File: src/rtl/disp_pkg.sv
// disp_pkg: state encoding and frame constants shared by the display fetch path
package disp_pkg;
    typedef enum logic [2:0] {
        S_IDLE,
        S_FRST,
        S_WAIT_ROOM,
        S_ADDR,
        S_DATA
    } state_t;
    localparam int BEAT_BYTES      = 8;
    localparam int DEF_BURST_LEN   = 16;
    localparam int DEF_FRAME_BEATS = 153600;
    localparam int DEF_RST_CYC     = 8;
    function automatic logic [31:0] burst_bytes(input int blen);
        return 32'(blen * BEAT_BYTES);
    endfunction
endpackage

File: src/rtl/disp_fetch_addr_gen.sv
// disp_fetch_addr_gen: burst address register and frame beat counter
//   i_clk, i_rst   clock, async active-high reset
//   i_load/i_base  restart the frame: address <= base, counter <= 0
//   i_addr_inc     advance the address by one burst
//   i_beat         count one returned beat
//   o_addr         current burst address
//   o_last         the next counted beat is the last beat of the frame
module disp_fetch_addr_gen
    import disp_pkg::*;
#(
    parameter int BURST_LEN   = DEF_BURST_LEN,
    parameter int FRAME_BEATS = DEF_FRAME_BEATS
) (
    input  logic        i_clk,
    input  logic        i_rst,
    input  logic        i_load,
    input  logic [31:0] i_base,
    input  logic        i_addr_inc,
    input  logic        i_beat,
    output logic [31:0] o_addr,
    output logic        o_last
);
    localparam int CW = $clog2(FRAME_BEATS + 1);
    logic [31:0]   r_addr;
    logic [CW-1:0] r_cnt;
    always_ff @(posedge i_clk or posedge i_rst) begin
        if (i_rst) begin
            r_addr <= '0;
            r_cnt  <= '0;
        end else begin
            r_addr <= i_load ? i_base : i_addr_inc ? r_addr + burst_bytes(BURST_LEN) : r_addr;
            r_cnt  <= i_load ? '0 : i_beat ? r_cnt + CW'(1) : r_cnt;
        end
    end
    assign o_addr = r_addr;
    assign o_last = r_cnt == CW'(FRAME_BEATS - 1);
endmodule

File: src/rtl/disp_fetch_ctrl.sv
// disp_fetch_ctrl: frame fetch controller, AXI read bursts into the display line buffer
//   ACLK, ARST                      clock, async active-high reset
//   DISPON, VSTART, DISPADDR        display enable, frame-start pulse, frame base address
//   ARADDR/ARLEN/ARVALID/ARREADY    AXI read address channel
//   RDATA/RVALID/RLAST/RREADY       AXI read data channel
//   FIFORST, FIFOIN, FIFOWR         line buffer reset and write port
//   BUF_WREADY, BUF_OVER, BUF_UNDER line buffer room flag and error pulses
//   BUSY, FRAME_DONE, ERR           status
module disp_fetch_ctrl
    import disp_pkg::*;
#(
    parameter int BURST_LEN   = DEF_BURST_LEN,
    parameter int FRAME_BEATS = DEF_FRAME_BEATS,
    parameter int RST_CYC     = DEF_RST_CYC
) (
    input  logic        ACLK,
    input  logic        ARST,
    input  logic        DISPON,
    input  logic        VSTART,
    input  logic [31:0] DISPADDR,
    output logic [31:0] ARADDR,
    output logic [7:0]  ARLEN,
    output logic        ARVALID,
    input  logic        ARREADY,
    input  logic [63:0] RDATA,
    input  logic        RVALID,
    input  logic        RLAST,
    output logic        RREADY,
    output logic        FIFORST,
    output logic [63:0] FIFOIN,
    output logic        FIFOWR,
    input  logic        BUF_WREADY,
    input  logic        BUF_OVER,
    input  logic        BUF_UNDER,
    output logic        BUSY,
    output logic        FRAME_DONE,
    output logic        ERR
);
    localparam int RW = (RST_CYC > 1) ? $clog2(RST_CYC) : 1;
    state_t        r_state, w_next;
    logic [RW-1:0] r_rcnt;
    logic          r_pend;
    logic [31:0]   r_paddr;
    logic [63:0]   r_data;
    logic          r_wr, r_done, r_err;
    logic          w_load, w_addr_inc, w_beat, w_rdone, w_last, w_rst_done, w_vs;
    logic [31:0]   w_base, w_addr;

    assign w_vs       = VSTART & DISPON;
    assign w_beat     = (r_state == S_DATA) & RVALID;
    assign w_rdone    = w_beat & RLAST;
    assign w_addr_inc = (r_state == S_ADDR) & ARREADY;
    assign w_rst_done = r_rcnt == RW'(RST_CYC - 1);

    disp_fetch_addr_gen #(
        .BURST_LEN  (BURST_LEN),
        .FRAME_BEATS(FRAME_BEATS)
    ) u_addr (
        .i_clk     (ACLK),
        .i_rst     (ARST),
        .i_load    (w_load),
        .i_base    (w_base),
        .i_addr_inc(w_addr_inc),
        .i_beat    (w_beat),
        .o_addr    (w_addr),
        .o_last    (w_last)
    );

    always_ff @(posedge ACLK or posedge ARST) begin
        if (ARST) r_state <= S_IDLE;
        else r_state <= w_next;
    end

    // A restart deferred from DATA uses the address captured with its VSTART,
    // unless a fresh VSTART arrives on the RLAST beat itself.
    always_comb begin
        w_next = r_state;
        w_load = 1'b0;
        w_base = DISPADDR;
        case (r_state)
            S_IDLE: if (w_vs) begin
                w_next = S_FRST;
                w_load = 1'b1;
            end
            S_FRST: if (w_rst_done) w_next = S_WAIT_ROOM;
            S_WAIT_ROOM: if (!DISPON) w_next = S_IDLE;
                else if (VSTART) begin
                    w_next = S_FRST;
                    w_load = 1'b1;
                end else if (BUF_WREADY) w_next = S_ADDR;
            S_ADDR: if (ARREADY) w_next = S_DATA;
                else if (w_vs) begin
                    w_next = S_FRST;
                    w_load = 1'b1;
                end
            S_DATA: if (w_rdone) begin
                if ((r_pend | VSTART) & DISPON) begin
                    w_next = S_FRST;
                    w_load = 1'b1;
                    w_base = VSTART ? DISPADDR : r_paddr;
                end else w_next = (!DISPON || w_last) ? S_IDLE : S_WAIT_ROOM;
            end
            default: w_next = S_IDLE;
        endcase
    end

    always_ff @(posedge ACLK or posedge ARST) begin
        if (ARST) r_rcnt <= '0;
        else r_rcnt <= (r_state == S_FRST && !w_rst_done) ? r_rcnt + RW'(1) : '0;
    end

    // VSTART seen once a burst is committed is held until that burst drains.
    always_ff @(posedge ACLK or posedge ARST) begin
        if (ARST) begin
            r_pend  <= 1'b0;
            r_paddr <= '0;
        end else if (w_rdone) r_pend <= 1'b0;
        else if (VSTART && (r_state == S_DATA || w_addr_inc)) begin
            r_pend  <= 1'b1;
            r_paddr <= DISPADDR;
        end
    end

    always_ff @(posedge ACLK or posedge ARST) begin
        if (ARST) begin
            r_data <= '0;
            r_wr   <= 1'b0;
            r_done <= 1'b0;
            r_err  <= 1'b0;
        end else begin
            r_data <= w_beat ? RDATA : r_data;
            r_wr   <= w_beat;
            r_done <= w_beat & w_last;
            r_err  <= (w_load ? 1'b0 : r_err) | BUF_OVER | BUF_UNDER;
        end
    end

    assign ARADDR     = w_addr;
    assign ARLEN      = 8'(BURST_LEN - 1);
    assign ARVALID    = r_state == S_ADDR;
    assign RREADY     = r_state == S_DATA;
    assign FIFORST    = r_state == S_FRST;
    assign FIFOIN     = r_data;
    assign FIFOWR     = r_wr;
    assign BUSY       = r_state != S_IDLE;
    assign FRAME_DONE = r_done;
    assign ERR        = r_err;
endmodule
File: config.mk
export PLATFORM = sky130hd
export DESIGN_NAME = disp_fetch_ctrl
export DESIGN_NICKNAME = d
export VERILOG_FILES = /design/src/rtl/disp_pkg.sv /design/src/rtl/disp_fetch_addr_gen.sv /design/src/rtl/disp_fetch_ctrl.sv
export SDC_FILE = /design/constraint.sdc
export NUM_CORES = 1
export LEC_CHECK = 0
export CORE_ASPECT_RATIO = 1.1
export CORE_UTILIZATION = 47
export DETAILED_ROUTE_END_ITERATION = 6
export PLACE_DENSITY_LB_ADDON = 0.12
export SYNTH_ARGS = -nofsm -noshare
export SYNTH_HDL_FRONTEND = slang
export SYNTH_SLANG_ARGS = --single-unit
File: constraint.sdc
create_clock -name ACLK -period 7.09 [get_ports ACLK]
set_input_delay 1.418 -clock ACLK [delete_from_list [all_inputs] [get_ports ACLK]]
set_output_delay 1.418 -clock ACLK [all_outputs]
set_load 0.01 [all_outputs]
# == Yosys cells after proc, flatten, opt, wreduce, memory -nomap -nowiden ==
# Cells that the tools add are included.
# word_totals
register_bits,156
out_inout_bits,111
# op_classes
addsub,3
n_eq_ne,9
muxes,29
bitwise_logic,10
n_reduce_logical,13
# op_table
op,n
two-way mux 32 bit,6
two-way mux 18 bit,2
adder 32 x 8 -> 32 bit (second input constant),1
two-way mux 3 bit,8
adder 18 x 1 -> 18 bit (second input constant),1
equality test 18 bit (second input constant),1
one-hot mux 3 bit (5 select lines),1
two-way mux 1 bit,9
bitwise AND 1 bit,6
equality test 3 x 2 -> 1 bit (second input constant),2
equality test 3 bit (second input constant),2
nonzero test 2 bit,3
two-way mux 2 bit,2
inequality test 2 x 1 -> 1 bit (second input constant),2
inequality test 4 bit (second input constant),1
one-hot mux 1 bit (4 select lines),1
adder 3 x 1 -> 3 bit (second input constant),1
equality test 3 x 1 -> 1 bit (second input constant),1
logical NOT 3 bit,1
bitwise OR 1 bit,3
AND reduction 3 bit,1
nonzero test 3 bit,1
logical AND 1 bit,2
logical NOT 1 bit,2
other kinds (3),4

# == Logic depth before layout (Yosys ltp) ==
# Gate-level depths: netlist of the first run.
# depth
word_depth,8
mapped_depth,8
ltp_nobuf,6

# == By module ==
# From an unflattened synthesis of the first run, not the netlist that was laid out.
# hier_totals
cells_unflattened,594
area_unflattened_um2,7317.0
# modules_own_cells
module,instances,cells_per_inst,area_per_inst_um2,seq_area_each_um2
disp_fetch_ctrl,1,314,4638.2,2652.5
disp_fetch_addr_gen,1,280,2678.8,1251.2

# == Worst setup path after synthesis of the first run ==
# OpenSTA, ideal clock, no wires.
# synth_timing
path_type,input-to-reg
start,input port RVALID
end,register r_err (netlist: ERR)
arrival_ns,2.494
required_time_ns,6.966
setup_slack_ns,4.472
cell_stages,7
cell_sequence,nand4bb_1 -> buf_2 -> inv_4 -> nand2_1 -> o21a_1 -> buf_2 -> a211o_1
# synth_via
elab_chain_len,7
# synth_rtl
element,line,rtl
"start, declared",disp_fetch_ctrl.sv:26,"input logic RVALID,"
bitwise AND 1 bit,disp_fetch_ctrl.sv:50,assign w_beat = (r_state == S_DATA) & RVALID;
bitwise AND 1 bit,disp_fetch_ctrl.sv:51,assign w_rdone = w_beat & RLAST;
two-way mux 1 bit,disp_fetch_ctrl.sv:96,S_DATA: if (w_rdone) begin
one-hot mux 1 bit (4 select lines),disp_fetch_ctrl.sv:80,case (r_state)
two-way mux 1 bit,disp_fetch_ctrl.sv:134,r_err <= (w_load ? 1'b0 : r_err) | BUF_OVER | BUF_UNDER;
bitwise OR 1 bit (2 in a row),disp_fetch_ctrl.sv:134,
"end signal, assigned",disp_fetch_ctrl.sv:134,
"end, declared",disp_fetch_ctrl.sv:45,"logic r_wr, r_done, r_err;"
# No other way between the ends.
# A chain may end at the register's enable or synchronous reset.

# == Worst setup path in the final report of the first run ==
# layout_timing
start,input port RVALID
end,register u_addr.r_addr[22] (netlist: u_addr.o_addr[22])
# layout_via
elab_chain_len,5
elab_cells_between_ends,8
# layout_rtl
element,line,rtl
bitwise AND 1 bit *,disp_fetch_ctrl.sv:50,
bitwise AND 1 bit *,disp_fetch_ctrl.sv:51,
two-way mux 1 bit or two-way mux 32 bit (tied branches),disp_fetch_ctrl.sv:96,
one-hot mux 1 bit (4 select lines) or two-way mux 32 bit (tied branches),disp_fetch_ctrl.sv:80,
two-way mux 32 bit or nonzero test 2 bit (tied branches),-,
"end signal, assigned",disp_fetch_addr_gen.sv:31,r_addr <= i_load ? i_base : i_addr_inc ? r_addr + burst_bytes(BURST_LEN) : r_addr;
"end, declared",disp_fetch_addr_gen.sv:24,logic [31:0] r_addr;
# Mark *: on every way between the ends. The rest lies on a longest branch, timed or not.

==> results of run 1 <==
## worst max-delay path, cell delays in order
cell and delay [ns]:
clkdlybuf4s50_1 0.46, nand4bb_4 0.11, buf_4 0.58, inv_4 0.44, nand2_1 0.32, o21a_1 0.78, o22ai_1 0.20, a31o_1 0.21
## how the worst min path moves through the flow
stage                           end  depth (start not counted)
final                     r_rcnt[0]                          1
after global routing      r_rcnt[0]                          1
after CTS                 r_rcnt[0]                          1
after detailed placement  r_rcnt[0]                          1
after global placement    r_rcnt[0]                          1
after floorplan           r_rcnt[0]                          1
## final cells by class
cell class,count,area (sq um),share of cell area [%]
Timing Repair Buffer,211,2100,21.3
Inverter,7,33.8,0.342
Clock buffer,23,488,4.93
Sequential cell,156,3900,39.5
Tap cell,192,240,2.43
Clock inverter,7,113,1.14
Multi-Input combinational cell,507,3010,30.4
## stage by stage
step           instance area (sq um)  worst slack (ns)
2_1_floorplan                   7160              1.47
3_3_place_gp                    9290              2.41
3_5_place_dp                    9290              2.35
4_1_cts                         9890              2.80
5_1_grt                         9890              2.47
6_report                        9890              2.79
## power by group through the flow
stage          Sequential (uW)  Clock [uW]  Combinational (uW)
2_1_floorplan             1360           0                 327
4_1_cts                   1330         936                 832
3_5_place_dp              1340           0                 829
6_report                  1330         922                 822
5_1_grt                   1360         975                 899
3_3_place_gp              1330           0                 810
## state kept, by name, summed over array words and instances, names as in the netlist
name / flops
r_rcnt: 3
u_addr.o_addr: 32
u_addr.r_cnt: 18
ERR: 1
r_pend: 1
FIFOWR: 1
r_state: 3
FIFOIN: 64
r_paddr: 32
FRAME_DONE: 1
## per-layer routing
metal  vias up  wire [um]
met5         -          0
met4         0        323
met3        26       1580
met2       180       8530
met1      2747       7250
li1       2702          -
## cell usage in the layout (no fill, tap or decap), types with 5 or more instances in the layout
cell / n
nand2_1: 247
clkdlybuf4s50_1: 208
dfrtp_1: 156
mux2_2: 50
xor2_1: 29
nor2_1: 27
o21ai_0: 21
nand3_1: 18
clkbuf_16: 17
mux2i_1: 14
nand4_1: 10
xnor2_1: 8
conb_1: 8
o21ai_1: 7
and3_1: 6
inv_1: 5
## logic make-up (layout without fill, tap and decap cells)
group / Yosys count / count (layout) / synth area share (%)
other cells: 2 / 8 / 0.105
fa+ha+maj: 4 / 4 / 0.701
compound gates: 50 / 50 / 4.19
flops: 156 / 156 / 54.7
simple gates: 343 / 343 / 21.9
mux: 65 / 65 / 10.0
buf+inv: 48 / 248 / 3.81
xor+xnor: 37 / 37 / 4.54
==> flow_summary_export.csv, run 1 <==
group,metric,value,unit
global_route,met3_usage,9.16,%
drt,wl_per_cell,16.0,um
synthesis,synth_edf_count,0,
timing,fin_skew,0.00578,ns
pwr,p_leak,0.00476,uW
hold_path,min_from,"r_rcnt[0]",
cts,ctsResizeCount,0,
pwr,power.internal,2190,uW
drt,drc,0,
global_route,grt_max_degree,93,
timing,layout_min_cycle_time,4.30,ns
global_route,grt_pass1_wl,29300,um
timing,holdWs,0.446,ns
floorplan,core_area,14600,sq um
timing,fmax,233,MHz
global_route,antenna_found_initial,0,
pwr,clkPwrFrac,30.0,%
synthesis,synth_cell_type_count,57,
pwr,p_seq_share,43.3,%
drt,vias,5655,
synthesis,syn_inst,705,
synthesis,yosysWarnings,0,
final_layout,fin_util,67.6,%
worst_setup_path,worstPathRequired,7.39,ns
timing,fin_crit_sh,60.6,%
global_route,met1_usage,28.5,%
global_route,grt_pass1_vias,5797,
drt,drt_wl_total,17700,um
hold_path,hold_class,"register to register",
pwr,vdd.ir_drop.worst,163,uV
placed_design,portBuffers,208,
global_route,grt_use_total,23.7,%
timing,hold_violations,0,
global_route,grt_overflow,0,
worst_setup_path,worstSetupEndpoint,"u_addr.o_addr[22]",
drt,ant_nets,0,
placed_design,place_inst,1073,
pwr,p_sw,881,uW
floorplan,start_util,48.8,%
synthesis,async_flop_share,100,%
worst_setup_path,cp_max_fo,73,
final_layout,fin_nets,1010,
timing,slew_headroom,38.4,%
final_layout,antenna_cells,0,
worst_setup_path,r2r_setup_slack,3.49,ns
pwr,power_density,311,nW/um^2
floorplan,fp.dieW,119,um
timing,worstMarginPinSlew,0.924,ns
drt,drtIter0Drc,280,
pwr,total_power,3070,uW
floorplan,io_pins,217,
cts,root_buffer,"clkbuf_16",
floorplan,rows,46,
timing,final-setup-viol-count,0,
synthesis,syn-cell-area,7140,sq um
final_layout,instances_no_fill,1103,
synthesis,ys_seq_area_share,54.7,%
worst_setup_path,setup.worst_path.start,"RVALID",
synthesis,yosys-top-cells-count,"nand2_1, dfrtp_1, mux2_2",
synthesis,netlist_top_cells_area,"dfrtp_1, nand2_1, mux2_2",
cts,cts_made_buffers,17,
floorplan,die_area,15700,sq um
synthesis,synth_flop_cell,"dfrtp_1",
worst_setup_path,arrival,4.60,ns
drt,dr.pass1.iters,7,
cts,clk_pin_slew_worst_paths,0.05,ns
pwr,swShare,28.7,%
final_layout,drive_above_1_share,11.1,%
worst_setup_path,critical_path_class,"primary input to register",
job,maxCapViolCount,0,
global_route,grt_busiest_layer,"met2",
cts,cts_sinks,156,
synthesis,ys_ff_latch,156,
synthesis,syn_area_per_cell,10.1,sq um
run_status,run_status,"completed",
worst_setup_path,endpoint_kind,"register",
timing,drv_slew,0,
synthesis,synth_top_area_cell,"dfrtp_1",
cts,postCtsSetupRepairBufs,0,
cts,hold_buffers,0,
pwr,p_comb_share,26.7,%
synthesis,yosys.area.top_type_share,54.7,%
worst_setup_path,r2r_cells,7,
drt,viasPerCell,5.13,
cts,clk_path_buf_depth,2,
placed_design,gp_congestion,0.760,
cts,cts_tree,"done",
worst_setup_path,startpoint_type,"primary input",
worst_setup_path,r2r-end,"u_addr.o_addr[22]",
timing,finalSetupTns,0,ns
timing,rsz0062_at_grt,"false",
synthesis,synth_most_common_cell,"nand2_1",
final_layout,fillers,1136,
cts,clkLatencyLatePin,0.42,ns
cts,h-tree-depth,4,
worst_setup_path,reg2reg_from,"r_state[0]",
floorplan,die_y,131,um
placed_design,hpwlAfterDp,12300,um
global_route,use_met2,38.5,%
final_layout,area_growth,38.6,%
Note: power is estimated with default switching activity, not from simulation.
==> run 2, diff against run 1 <==
==> constraint.sdc (replaced) <==
create_clock -name ACLK -period 4.2 [get_ports ACLK]
set_input_delay 0.84 -clock ACLK [delete_from_list [all_inputs] [get_ports ACLK]]
set_output_delay 0.84 -clock ACLK [all_outputs]
set_load 0.01 [all_outputs]
==> run 2 against run 1 <==
Critical endpoint is now u_addr.o_addr[28]. Clock skew is 0.0014 ns higher. Setup slack worse by 1.4 ns. Non-clock buffer count grew 1. Critical path type unchanged. Clock power grew 49%. Wire length fell by 0.33%. Count of clock-buffer cells in the layout is 3 higher. Largest power group unchanged. Power increased by 63%.
==> flow_summary_export.csv, run 2 (synthesis results as in run 1) <==
group,metric,value,unit
worst_setup_path,arrival,3.09,ns
timing,worstMarginPinSlew,1.03,ns
pwr,p_comb_share,27.9,%
drt,drt_wl_total,17600,um
placed_design,placed_cell_area,9310,sq um
timing,finalSetupTns,0,ns
pwr,p_leak,0.00472,uW
floorplan,die_area,15700,sq um
final_layout,finalInstanceArea,9830,sq um
pwr,swShare,29.2,%
floorplan,rows,46,
global_route,grt_max_degree,157,
global_route,grt_pass1_vias,5957,
timing,layout_min_cycle_time,2.83,ns
cts,clk_path_buf_depth,2,
floorplan,io_pins,217,
pwr,vdd.ir_drop.worst,251,uV
final_layout,final_common_cell,"nand2_1",
cts,hold_buffers,0,
drt,drc,0,
final_layout,drive_above_1_share,10.8,%
final_layout,fin_nets,1011,
cts,cts_made_buffers,17,
timing,hold_violations,0,
job,maxCapViolCount,0,
pwr,p_seq_share,44.7,%
timing,rsz0062_at_grt,"false",
pwr,power.internal,3540,uW
cts,clk_pin_slew_worst_paths,0.06,ns
drt,viasPerCell,5.12,
worst_setup_path,endpoint_kind,"register",
timing,final-setup-viol-count,0,
pwr,power_density,508,nW/um^2
cts,clkLatencyLatePin,0.42,ns
drt,vias,5645,
global_route,grt_use_total,23.6,%
timing,drv_slew,0,
drt,wl_per_cell,16.0,um
placed_design,portBuffers,208,
placed_design,hpwlAfterDp,12200,um
floorplan,core_area,14600,sq um
final_layout,largest_reg_flops,64,
final_layout,area_growth,37.7,%
worst_setup_path,startpoint_type,"primary input",
worst_setup_path,critical_path_class,"primary input to register",
timing,fin_crit_sh,67.5,%
run_status,run_status,"completed",
timing,fin_skew,0.00722,ns
timing,slew_headroom,31.2,%
floorplan,start_util,48.8,%
drt,ant_nets,0,
global_route,grt_pass1_wl,29300,um
global_route,grt_overflow,0,
cts,root_buffer,"clkbuf_16",
final_layout,final_cell_mix,"nand2_1, clkdlybuf4s50_1, dfrtp_1",
pwr,total_power,5000,uW
drt,dr.pass1.iters,4,
placed_design,gp_congestion,0.807,
final_layout,instances_no_fill,1102,
cts,postCtsSetupRepairBufs,0,
worst_setup_path,cp_max_fo,32,
final_layout,fin_util,67.2,%
timing,fmax,353,MHz
cts,h-tree-depth,4,
placed_design,place_inst,1074,
worst_setup_path,worstPathRequired,4.46,ns
pwr,p_sw,1460,uW
cts,ctsResizeCount,0,
cts,cts_tree,"done",
cts,cts_sinks,156,
floorplan,die_y,131,um
final_layout,antenna_cells,0,
pwr,clkPwrFrac,27.3,%
drt,drtIter0Drc,277,
global_route,antenna_found_initial,0,
hold_path,hold_class,"register to register",
floorplan,fp.dieW,119,um
## run 2: worst max-delay path, stage by stage
cell,delay (ns)
clkdlybuf4s50_1,0.56
nor2b_1,0.33
nand4_4,0.63
mux2_2,0.51
o22ai_1,0.15
a31oi_1,0.06
## run 2: final cells by class
| type | count | area (sq um) |
|---|---|---|
| Sequential cell | 156 | 3900 |
| Tap cell | 192 | 240 |
| Clock buffer | 26 | 509 |
| Fill cell | 1146 | 4790 |
| Multi-Input combinational cell | 507 | 3010 |
| Inverter | 7 | 32.5 |
| Clock inverter | 2 | 10.0 |
| Timing Repair Buffer | 212 | 2120 |
## run 2: layer usage
metal  global-route usage [%]  routed length [um]  vias up  part of all wire (%)
met5                        0                   0        -                     0
met4                     7.92                 172        0                  0.98
met3                     9.46                1560       11                   8.8
met2                     38.5                8670      176                    49
met1                     28.2                7220     2751                    41
li1                         -                   -     2707                     -
## run 2: through the flow
stage,hold slack (ns),worst slack [ns]
finish,0.469,1.37
global route,0.485,1.24
CTS,0.476,1.35
detailed placement,0.462,0.944
global placement,0.431,0.973
floorplan,0.416,1.39
## run 2: final timing paths
path | startpoint | to | slack, ns | cells after the start
worst max-delay path | DISPON | u_addr.o_addr[28] | 1.37 | 6
worst min-delay path | r_rcnt[0] | r_rcnt[0] | 0.47 | 1
worst max register to register | r_state[0] | u_addr.o_addr[22] | 1.70 | 6
worst min register to register | r_rcnt[0] | r_rcnt[0] | 0.47 | 1
max in group asynchronous | ARST | u_addr.o_addr[4] | 2.52 | 3
min in group asynchronous | ARST | FIFOIN[22] | 0.93 | 3
## run 2: power by group through the flow
| stage | clock network, uW | registers, uW | logic [uW] |
|---|---|---|---|
| after global routing | 1470 | 2290 | 1530 |
| after floorplan | 0 | 2290 | 553 |
| final | 1370 | 2230 | 1400 |
| after global placement | 0 | 2220 | 1380 |
| after detailed placement | 0 | 2250 | 1410 |
| after CTS | 1400 | 2230 | 1420 |
